[config.mk]
export PLATFORM = sky130hd
export DESIGN_NAME = mmc1_serial_writer_flat
export DESIGN_NICKNAME = d
export VERILOG_FILES = /design/src/rtl/mmc1_pkg.sv /design/src/rtl/mmc1_serial_writer_if.sv /design/src/rtl/mmc1_m2_gen.sv /design/src/rtl/mmc1_serial_writer.sv /design/src/flat_wrapper.sv
export SDC_FILE = /design/constraint.sdc
export NUM_CORES = 1
export LEC_CHECK = 0
export CAP_MARGIN = 20
export CORE_MARGIN = 2
export CORE_UTILIZATION = 52
export DETAILED_ROUTE_END_ITERATION = 8
export PLACE_DENSITY = 0.84
export SLEW_MARGIN = 20
export SYNTH_ARGS = -nofsm -noshare
export SYNTH_HDL_FRONTEND = slang
export SYNTH_SLANG_ARGS = --single-unit
[constraint.sdc]
create_clock -name CLK -period 2.2 [get_ports CLK]
set_clock_uncertainty 0.1 [all_clocks]
set_input_delay 0.44 -clock CLK [delete_from_list [all_inputs] [get_ports CLK]]
set_output_delay 0.44 -clock CLK [all_outputs]
set_load 0.02 [all_outputs]
[src/rtl/mmc1_pkg.sv]
// rtl/mmc1_pkg.sv - shared constants, state type and bus-field helper for the MMC1 serial writer
package mmc1_pkg;

  localparam logic [1:0] MMC1_REG_CTRL = 2'd0;
  localparam logic [1:0] MMC1_REG_CHR0 = 2'd1;
  localparam logic [1:0] MMC1_REG_CHR1 = 2'd2;
  localparam logic [1:0] MMC1_REG_PRG  = 2'd3;

  localparam int MMC1_SHIFT_BITS = 5;

  typedef enum logic [1:0] {IDLE, ARM, WRITE, GAP} mmc1_state_t;

  // A gap of zero would let the mapper see writes on adjacent M2 cycles, so clamp to 1
  function automatic int gap_eff(input int gap_cycles);
    return (gap_cycles < 1) ? 1 : gap_cycles;
  endfunction

  // {A14, A13, D0, D7} for a write cycle: reset writes target $8000 with D7 set
  function automatic logic [3:0] write_fields(input logic reset_wr, input logic [1:0] sel,
                                              input logic bit0);
    return reset_wr ? {MMC1_REG_CTRL, 1'b0, 1'b1} : {sel, bit0, 1'b0};
  endfunction

endpackage

[src/rtl/mmc1_serial_writer_if.sv]
// rtl/mmc1_serial_writer_if.sv - host command handshake and CPU bus signals of the MMC1 serial writer
interface mmc1_serial_writer_if;

  logic       cmd_valid;
  logic       cmd_ready;
  logic [1:0] cmd_reg;
  logic [4:0] cmd_data;
  logic       cmd_rst;
  logic       done;

  logic M2;
  logic nROMSEL;
  logic CPU_RnW;
  logic CPU_A14;
  logic CPU_A13;
  logic CPU_D0;
  logic CPU_D7;

  modport master (
    output cmd_valid, cmd_reg, cmd_data, cmd_rst,
    input  cmd_ready, done,
    input  M2, nROMSEL, CPU_RnW, CPU_A14, CPU_A13, CPU_D0, CPU_D7
  );

  modport slave (
    input  cmd_valid, cmd_reg, cmd_data, cmd_rst,
    output cmd_ready, done,
    output M2, nROMSEL, CPU_RnW, CPU_A14, CPU_A13, CPU_D0, CPU_D7
  );

endinterface

[src/rtl/mmc1_m2_gen.sv]
// rtl/mmc1_m2_gen.sv - free-running M2 phase generator with bus-cycle boundary and M2-rise strobes
module mmc1_m2_gen #(
  parameter int M2_LO = 3,
  parameter int M2_HI = 3
) (
  input  logic clk,
  input  logic rst,
  output logic m2,
  output logic boundary,
  output logic m2_rise
);

  localparam int PERIOD = M2_LO + M2_HI;
  localparam int PW     = (PERIOD > 1) ? $clog2(PERIOD) : 1;

  logic [PW-1:0] phase;

  // Strobes flag the edge on which phase wraps to 0 / M2 goes high
  assign boundary = (phase == PW'(PERIOD - 1));
  assign m2_rise  = (phase == PW'(M2_LO - 1));

  // Phase counter and registered M2 (high while phase >= M2_LO)
  always_ff @(posedge clk or posedge rst) begin
    if (rst) begin
      phase <= '0;
      m2    <= 1'b0;
    end else begin
      if (boundary) phase <= '0;
      else          phase <= phase + 1'b1;
      if (m2_rise)       m2 <= 1'b1;
      else if (boundary) m2 <= 1'b0;
    end
  end

endmodule

[src/rtl/mmc1_serial_writer.sv]
// rtl/mmc1_serial_writer.sv - MMC1 five-write serial loader; MMC1_WR_AUTORESET_EN prefixes loads with a reset write
module mmc1_serial_writer
  import mmc1_pkg::*;
#(
  parameter int M2_LO      = 3,
  parameter int M2_HI      = 3,
  parameter int GAP_CYCLES = 1
) (
  input logic CLK,
  input logic RES,
  mmc1_serial_writer_if.slave bus
);

  localparam int GAP_EFF = gap_eff(GAP_CYCLES);

  logic m2, boundary, m2_rise;

  mmc1_state_t state;
  logic [4:0]  shift;
  logic [2:0]  bit_cnt;
  logic [15:0] gap_cnt;
  logic [1:0]  sel;
  logic        is_rst;
  logic        reset_wr;
  logic        ready, done;
  logic        rnw, a14, a13, d0, d7;
  logic        nromsel;

  mmc1_m2_gen #(.M2_LO(M2_LO), .M2_HI(M2_HI)) u_m2_gen (
    .clk      (CLK),
    .rst      (RES),
    .m2       (m2),
    .boundary (boundary),
    .m2_rise  (m2_rise)
  );

  assign bus.cmd_ready = ready;
  assign bus.done      = done;
  assign bus.M2        = m2;
  assign bus.nROMSEL   = nromsel;
  assign bus.CPU_RnW   = rnw;
  assign bus.CPU_A14   = a14;
  assign bus.CPU_A13   = a13;
  assign bus.CPU_D0    = d0;
  assign bus.CPU_D7    = d7;

  // ROM select follows M2 high, but only inside a write cycle
  always_ff @(posedge CLK or posedge RES) begin
    if (RES)                  nromsel <= 1'b1;
    else if (boundary)        nromsel <= 1'b1;
    else if (m2_rise && !rnw) nromsel <= 1'b0;
  end

  // Command FSM: bus fields only move on cycle boundaries, writes are always followed by a gap
  always_ff @(posedge CLK or posedge RES) begin
    if (RES) begin
      state    <= IDLE;
      shift    <= '0;
      bit_cnt  <= '0;
      gap_cnt  <= '0;
      sel      <= '0;
      is_rst   <= 1'b0;
      reset_wr <= 1'b0;
      ready    <= 1'b1;
      done     <= 1'b0;
      rnw      <= 1'b1;
      a14      <= 1'b0;
      a13      <= 1'b0;
      d0       <= 1'b0;
      d7       <= 1'b0;
    end else begin
      done <= 1'b0;
      case (state)
        IDLE: begin
          if (bus.cmd_valid && ready) begin
            ready   <= 1'b0;
            sel     <= bus.cmd_reg;
            shift   <= bus.cmd_data;
            is_rst  <= bus.cmd_rst;
            bit_cnt <= '0;
`ifdef MMC1_WR_AUTORESET_EN
            reset_wr <= 1'b1;
`else
            reset_wr <= bus.cmd_rst;
`endif
            state <= ARM;
          end
        end
        ARM: begin
          if (boundary) begin
            rnw                <= 1'b0;
            {a14, a13, d0, d7} <= write_fields(reset_wr, sel, shift[0]);
            state              <= WRITE;
          end
        end
        WRITE: begin
          if (boundary) begin
            rnw                <= 1'b1;
            {a14, a13, d0, d7} <= 4'b0000;
            gap_cnt            <= '0;
            if (reset_wr) begin
              reset_wr <= 1'b0;
              if (is_rst) bit_cnt <= 3'(MMC1_SHIFT_BITS);
            end else begin
              bit_cnt <= bit_cnt + 3'd1;
              shift   <= {1'b0, shift[4:1]};
            end
            state <= GAP;
          end
        end
        GAP: begin
          if (boundary) begin
            if (gap_cnt == 16'(GAP_EFF - 1)) begin
              if (bit_cnt < 3'(MMC1_SHIFT_BITS)) begin
                rnw                <= 1'b0;
                {a14, a13, d0, d7} <= write_fields(reset_wr, sel, shift[0]);
                state              <= WRITE;
              end else begin
                done  <= 1'b1;
                ready <= 1'b1;
                state <= IDLE;
              end
            end else begin
              gap_cnt <= gap_cnt + 16'd1;
            end
          end
        end
        default: state <= IDLE;
      endcase
    end
  end

endmodule

[src/flat_wrapper.sv]
// flat-port wrapper written by rule: the top's interface ports become plain ports
module mmc1_serial_writer_flat import mmc1_pkg::*;
#(
  parameter int M2_LO      = 3,
  parameter int M2_HI      = 3,
  parameter int GAP_CYCLES = 1
)
  (CLK, RES, bus_cmd_valid, bus_cmd_reg, bus_cmd_data, bus_cmd_rst, bus_cmd_ready, bus_done, bus_M2, bus_nROMSEL, bus_CPU_RnW, bus_CPU_A14, bus_CPU_A13, bus_CPU_D0, bus_CPU_D7);
  mmc1_serial_writer_if bus_i ();
  input logic CLK;
  input logic RES;
  input wire logic [$bits(bus_i.cmd_valid)-1:0] bus_cmd_valid;
  input wire logic [$bits(bus_i.cmd_reg)-1:0] bus_cmd_reg;
  input wire logic [$bits(bus_i.cmd_data)-1:0] bus_cmd_data;
  input wire logic [$bits(bus_i.cmd_rst)-1:0] bus_cmd_rst;
  output wire logic [$bits(bus_i.cmd_ready)-1:0] bus_cmd_ready;
  output wire logic [$bits(bus_i.done)-1:0] bus_done;
  output wire logic [$bits(bus_i.M2)-1:0] bus_M2;
  output wire logic [$bits(bus_i.nROMSEL)-1:0] bus_nROMSEL;
  output wire logic [$bits(bus_i.CPU_RnW)-1:0] bus_CPU_RnW;
  output wire logic [$bits(bus_i.CPU_A14)-1:0] bus_CPU_A14;
  output wire logic [$bits(bus_i.CPU_A13)-1:0] bus_CPU_A13;
  output wire logic [$bits(bus_i.CPU_D0)-1:0] bus_CPU_D0;
  output wire logic [$bits(bus_i.CPU_D7)-1:0] bus_CPU_D7;
  assign bus_i.cmd_valid = bus_cmd_valid;
  assign bus_i.cmd_reg = bus_cmd_reg;
  assign bus_i.cmd_data = bus_cmd_data;
  assign bus_i.cmd_rst = bus_cmd_rst;
  assign bus_cmd_ready = bus_i.cmd_ready;
  assign bus_done = bus_i.done;
  assign bus_M2 = bus_i.M2;
  assign bus_nROMSEL = bus_i.nROMSEL;
  assign bus_CPU_RnW = bus_i.CPU_RnW;
  assign bus_CPU_A14 = bus_i.CPU_A14;
  assign bus_CPU_A13 = bus_i.CPU_A13;
  assign bus_CPU_D0 = bus_i.CPU_D0;
  assign bus_CPU_D7 = bus_i.CPU_D7;
  mmc1_serial_writer #(.M2_LO(M2_LO), .M2_HI(M2_HI), .GAP_CYCLES(GAP_CYCLES)) u_core (.CLK(CLK), .RES(RES), .bus(bus_i));
endmodule
# == Word-level counts from Yosys, hierarchy flattened ==
# Cells that the tools add are included.
# word_totals
register_bits,42
inputBits,11
output_inout_bits,9
word_cells,117
# op_classes
add_sub_neg,3
magnitude_cmp,1
eq_ne,15
mux,62
n_reduce_logical,19
# ops
op,n
$mux 16,3
$mux 1,33
$pmux 16 s2,1
$add 16x1->16 const B,1
$logic_not 16->1,1
$mux 3,5
$mux 5,3
$pmux 1 s3,5
$mux 2,6
$ne 2x1->1 const B,6
$reduce_and 4->1,3
$pmux 5 s2,1
$reduce_and 5->1,2
$reduce_bool 2->1,5
$pmux 2 s4,1
$add 3x1->3 const B,2
$ne 2x2->1 const B,3
$pmux 3 s2,1
$reduce_and 6->1,1
$eq 2x2->1 const B,2
$mux 4,1
$pmux 1 s2,2
$eq 3x2->1 const B,1
$eq 3x3->1 const B,1
9 further kinds,10

# == Longest topological paths before layout ==
# logic_depth
word_depth,5
ltp_mapped,8
mapped_depth_nobuf,6

# == Hierarchy ==
# A second synthesis with hierarchy kept.
# hier_totals
hier_cells,243
area_unflattened_um2,2283.4
# by_module_without_submodules
module,instances,cells_per_inst,area_per_inst_um2,seq_area_each_um2
mmc1_serial_writer,1,226,2118.3,954.7
mmc1_m2_gen,1,17,165.2,100.1

# == Worst setup path after synthesis ==
# Ideal clock, no wire load.
# synth_timing
path_kind,reg-to-reg
from,register u_core.gap_cnt[0]
to,register u_core.d7 (netlist: u_core.bus.CPU_D7)
setup_ps,138
arrival_time_ps,1946
t_required_ps,1962
setup_slack_ps,16
path_stages_with_launch,7
n_path_buf,0
synth_period_minus_slack_ps,2184
path_cell_list,dfrtp_1 inv_1 ha_1 or4b_1 or4_4 o311ai_2 o41ai_1
# synth_via
elab_chain_cells,3
# synth_lines
item,line,text
"start, declared",mmc1_serial_writer.sv:21,logic [15:0] gap_cnt;
"start signal, assigned",mmc1_serial_writer.sv:124,gap_cnt <= gap_cnt + 16'd1;
$logic_not 16->1,mmc1_serial_writer.sv:113,if (gap_cnt == 16'(GAP_EFF - 1)) begin
$ne 2x1->1 (no source line),-,
$reduce_and 6->1 (no source line),-,
"end signal, assigned",mmc1_serial_writer.sv:92,"{a14, a13, d0, d7} <= write_fields(reset_wr, sel, shift[0]);"
"end signal, assigned",mmc1_serial_writer.sv:116,"{a14, a13, d0, d7} <= write_fields(reset_wr, sel, shift[0]);"
"end, declared",mmc1_serial_writer.sv:26,"logic rnw, a14, a13, d0, d7;"
# No other way between the ends.
# A chain may end at the register's enable or synchronous reset.

# == Worst setup path in the final report ==
# Ends and elaborated chain as after synthesis.

==> impl_metrics.py <==
metrics = {
    "outcome": {
        "status": "complete, but fails checks",
        "violations": "setup timing",
    },
    "timing": {
        "rsz0062_at_grt": "yes",
        "setup_slack_ns": -0.04074,
        "finalSetupTns_ns": -0.1450,
        "fmax_mhz": 446.3,
        "whs_ns": 0.3979,
        "tightest_slew_ns": 0.5608,
        "maxSlewHeadroom_pct": 62.44,
        "hold_viol": 0,
        "finalCritPeriodShare_pct": 101.9,
        "setup_viol": 5,
        "layout_min_cycle_time_ns": 2.241,
        "maxSlewViolCount": 0,
    },
    "floorplan": {
        "start_util_pct": 54.93,
        "dieArea_um2": 5225,
        "rows": 24,
        "fp.dieW_um": 72.29,
        "placeableCoreArea_um2": 4414,
        "die_h_um": 72.29,
        "pin_count": 20,
    },
    "logic_synthesis": {
        "ys_ff_latch": 42,
        "netlist_area_um2": 2425,
        "yosysWarnings": 0,
        "synth.avg_cell_area_um2": 9.362,
        "ys_dominant_reg_cell": "dfrtp_1",
        "synthArstFlopShare_pct": 100.0,
        "syn-num-nets": 278,
        "synth.distinct_cells": 51,
        "synth_edf_count": 0,
        "netlist_instances": 259,
        "seq_area_frac_synth_pct": 43.50,
    },
    "cells_and_area": {
        "final_core_util_pct": 68.65,
        "layout-drive-gt1-share_pct": 20.13,
        "final_cell_mix": "dfrtp_1, buf_4, nand2_1, clkdlybuf4s50_1, o21ai_0",
        "area_growth_pct": 24.97,
        "mostFrequentLayoutCell": "dfrtp_1",
        "diodes": 0,
        "nets": 326,
    },
    "global_route": {
        "grt_overflow": 0,
        "grt_pass1_wl_um": 10060,
        "antenna_found_initial": 0,
        "grt_util_all_layers_pct": 24.79,
        "first_global_vias": 2114,
        "grt_max_degree": 43,
    },
    "power": {
        "switchingPower_uw": 1132,
        "powerDensity_nw_per_um2": 957.7,
        "power.leakage_uw": 0.001360,
        "p_int_uw": 1770,
        "pwr-share-seq_pct": 36.2,
        "clockPowerShare_pct": 21.3,
        "vdd_drop_max_mv": 0.7924,
        "pwr-share-comb_pct": 42.5,
        "swShare_pct": 39.01,
        "total_power_uw": 2902,
    },
    "cts": {
        "cts_tree": "built",
        "cts_root_buffer": "clkbuf_8",
        "cts_buffer_depth": 2,
        "clk_pin_slew_worst_paths_ns": 0.09,
        "numCtsBuffers": 5,
        "worstSkewPairLatency_ns": 0.31,
        "cts.sinks": 42,
        "htreeDepth": 2,
        "holdBufCountCts": 0,
    },
    "routing": {
        "route.detailed.drc": 0,
        "detail-route-antenna-nets": 0,
        "dr.pass1.iters": 4,
        "drtIter0Drc": 283,
        "viasPerCell": 6.181,
        "wl_per_cell_um": 16.73,
        "wl_um": 6022,
        "vias": 2225,
    },
    "placed_design": {
        "dpl_worst_slack_ns": -0.1198,
        "port_buffers": 19,
        "gp_congestion": 0.8946,
        "hpwl_um": 4122,
    },
    "setup_path": {
        "critPathKind": "register to register",
        "cp-end-kind": "register",
        "reg2regPathDepth": 6,
        "required_ns": 2.29,
        "crit_arrival_ns": 2.33,
        "crit_path_max_fanout": 4,
        "crit_path_start_kind": "register",
    },
    "worst_hold_path": {
        "hold_path.class": "register to register",
        "whs_path_depth": 2,
    },
    "run": {
        "maxCapViolCount": 0,
    },
}
path summary, 6_finish.rpt:
kind                                                 end  slack, ns               start
worst max register to register         u_core.bus.CPU_D7      -0.04   u_core.gap_cnt[0]
worst min register to register        u_core.bus.nROMSEL       0.40  u_core.bus.nROMSEL
worst max-delay path                   u_core.bus.CPU_D7      -0.04   u_core.gap_cnt[0]
max in group asynchronous             u_core.bus.CPU_RnW       1.15                 RES
worst min-delay path                  u_core.bus.nROMSEL       0.40  u_core.bus.nROMSEL
min in group asynchronous       u_core.u_m2_gen.phase[1]       0.46                 RES
cell usage after synthesis (all sizes together) (4+ instances only):
cell type  number  area [um^2]
nor2           11        41.29
nor4            6        37.54
nand2b          6        37.54
dfrtp          39        975.9
nand3          12        60.06
mux2i          16        160.2
and3            5        31.28
clkbuf          9        33.78
a211oi          4        30.03
ha              8        100.1
o211ai          4        30.03
a21oi          14        70.07
or4             4        37.53
inv            17        63.81
nand2          26        97.59
o21ai          19        95.09
nand4           4        25.02
mux2            4        45.04
nor3            9        50.05
o32ai           4        35.03
flip-flops by register name (all words and copies together), names as in the netlist:
register               cells
u_core.bit_cnt             3
u_core.bus.CPU_A13         1
u_core.bus.CPU_A14         1
u_core.bus.CPU_D0          1
u_core.bus.CPU_D7          1
u_core.bus.CPU_RnW         1
u_core.bus.cmd_ready       1
u_core.bus.done            1
u_core.bus.nROMSEL         1
u_core.gap_cnt            16
u_core.is_rst              1
u_core.reset_wr            1
u_core.sel                 2
u_core.shift               5
u_core.state               2
u_core.u_m2_gen.m2         1
u_core.u_m2_gen.phase      3
stage by stage:
step	instance area, um^2	instances
floorplan	2425	259
global placement	2855	349
detailed placement	2855	349
CTS	3010	359
global route	3030	360
finish	3030	360
critical path, stage by stage (launching register included):
cell	delay (ns)
dfrtp_1	0.39
inv_2	0.08
ha_4	0.13
or4b_4	0.45
or4_4	0.60
o311ai_2	0.26
o41ai_1	0.11
routing by layer:
layer	share of wire [%]	vias to the layer above	track usage (%)
li1	-	1060	-
met1	46	1079	35.73
met2	47	75	37.61
met3	5.7	11	5.417
met4	1.5	0	7.547
met5	0	-	0
final cells by class:
cell class	count	area (um^2)
clock buffers	6	72.57
clock inverters	2	37.54
fillers	329	1384
inverters	17	63.81
multi-input cells	189	1299
flip-flops and latches	42	1055
well taps	52	65.06
repair buffers	52	437.9
power groups by stage:
stage / combinational, uW / sequential [uW] / clock [uW]
floorplan: 764 / 1070 / 0
global placement: 1120 / 1050 / 0
detailed placement: 1160 / 1060 / 0
global route: 1370 / 1070 / 658
CTS: 1190 / 1040 / 631
finish: 1230 / 1050 / 620
what timing repair did:
item | in CTS | in global routing
endpoints found under the hold margin | 0 | 0
endpoints found under the setup margin | 5 | 12
pin swaps | 3 | 0
setup buffers | 2 | 1
resized for setup | 7 | 5
cell families (layout without fill, tap and decap cells):
family / count (synthesis) / in the layout / share of synthesized area [%]
and+or+nand+nor: 96 / 96 / 21.62
AOI/OAI and AO/OA: 65 / 65 / 17.60
DFF: 42 / 42 / 43.50
buffers and inverters: 28 / 77 / 4.695
muxes: 20 / 20 / 8.462
adders and majority gates: 8 / 8 / 4.128
No activity file was read; power rests on OpenSTA's default activity.
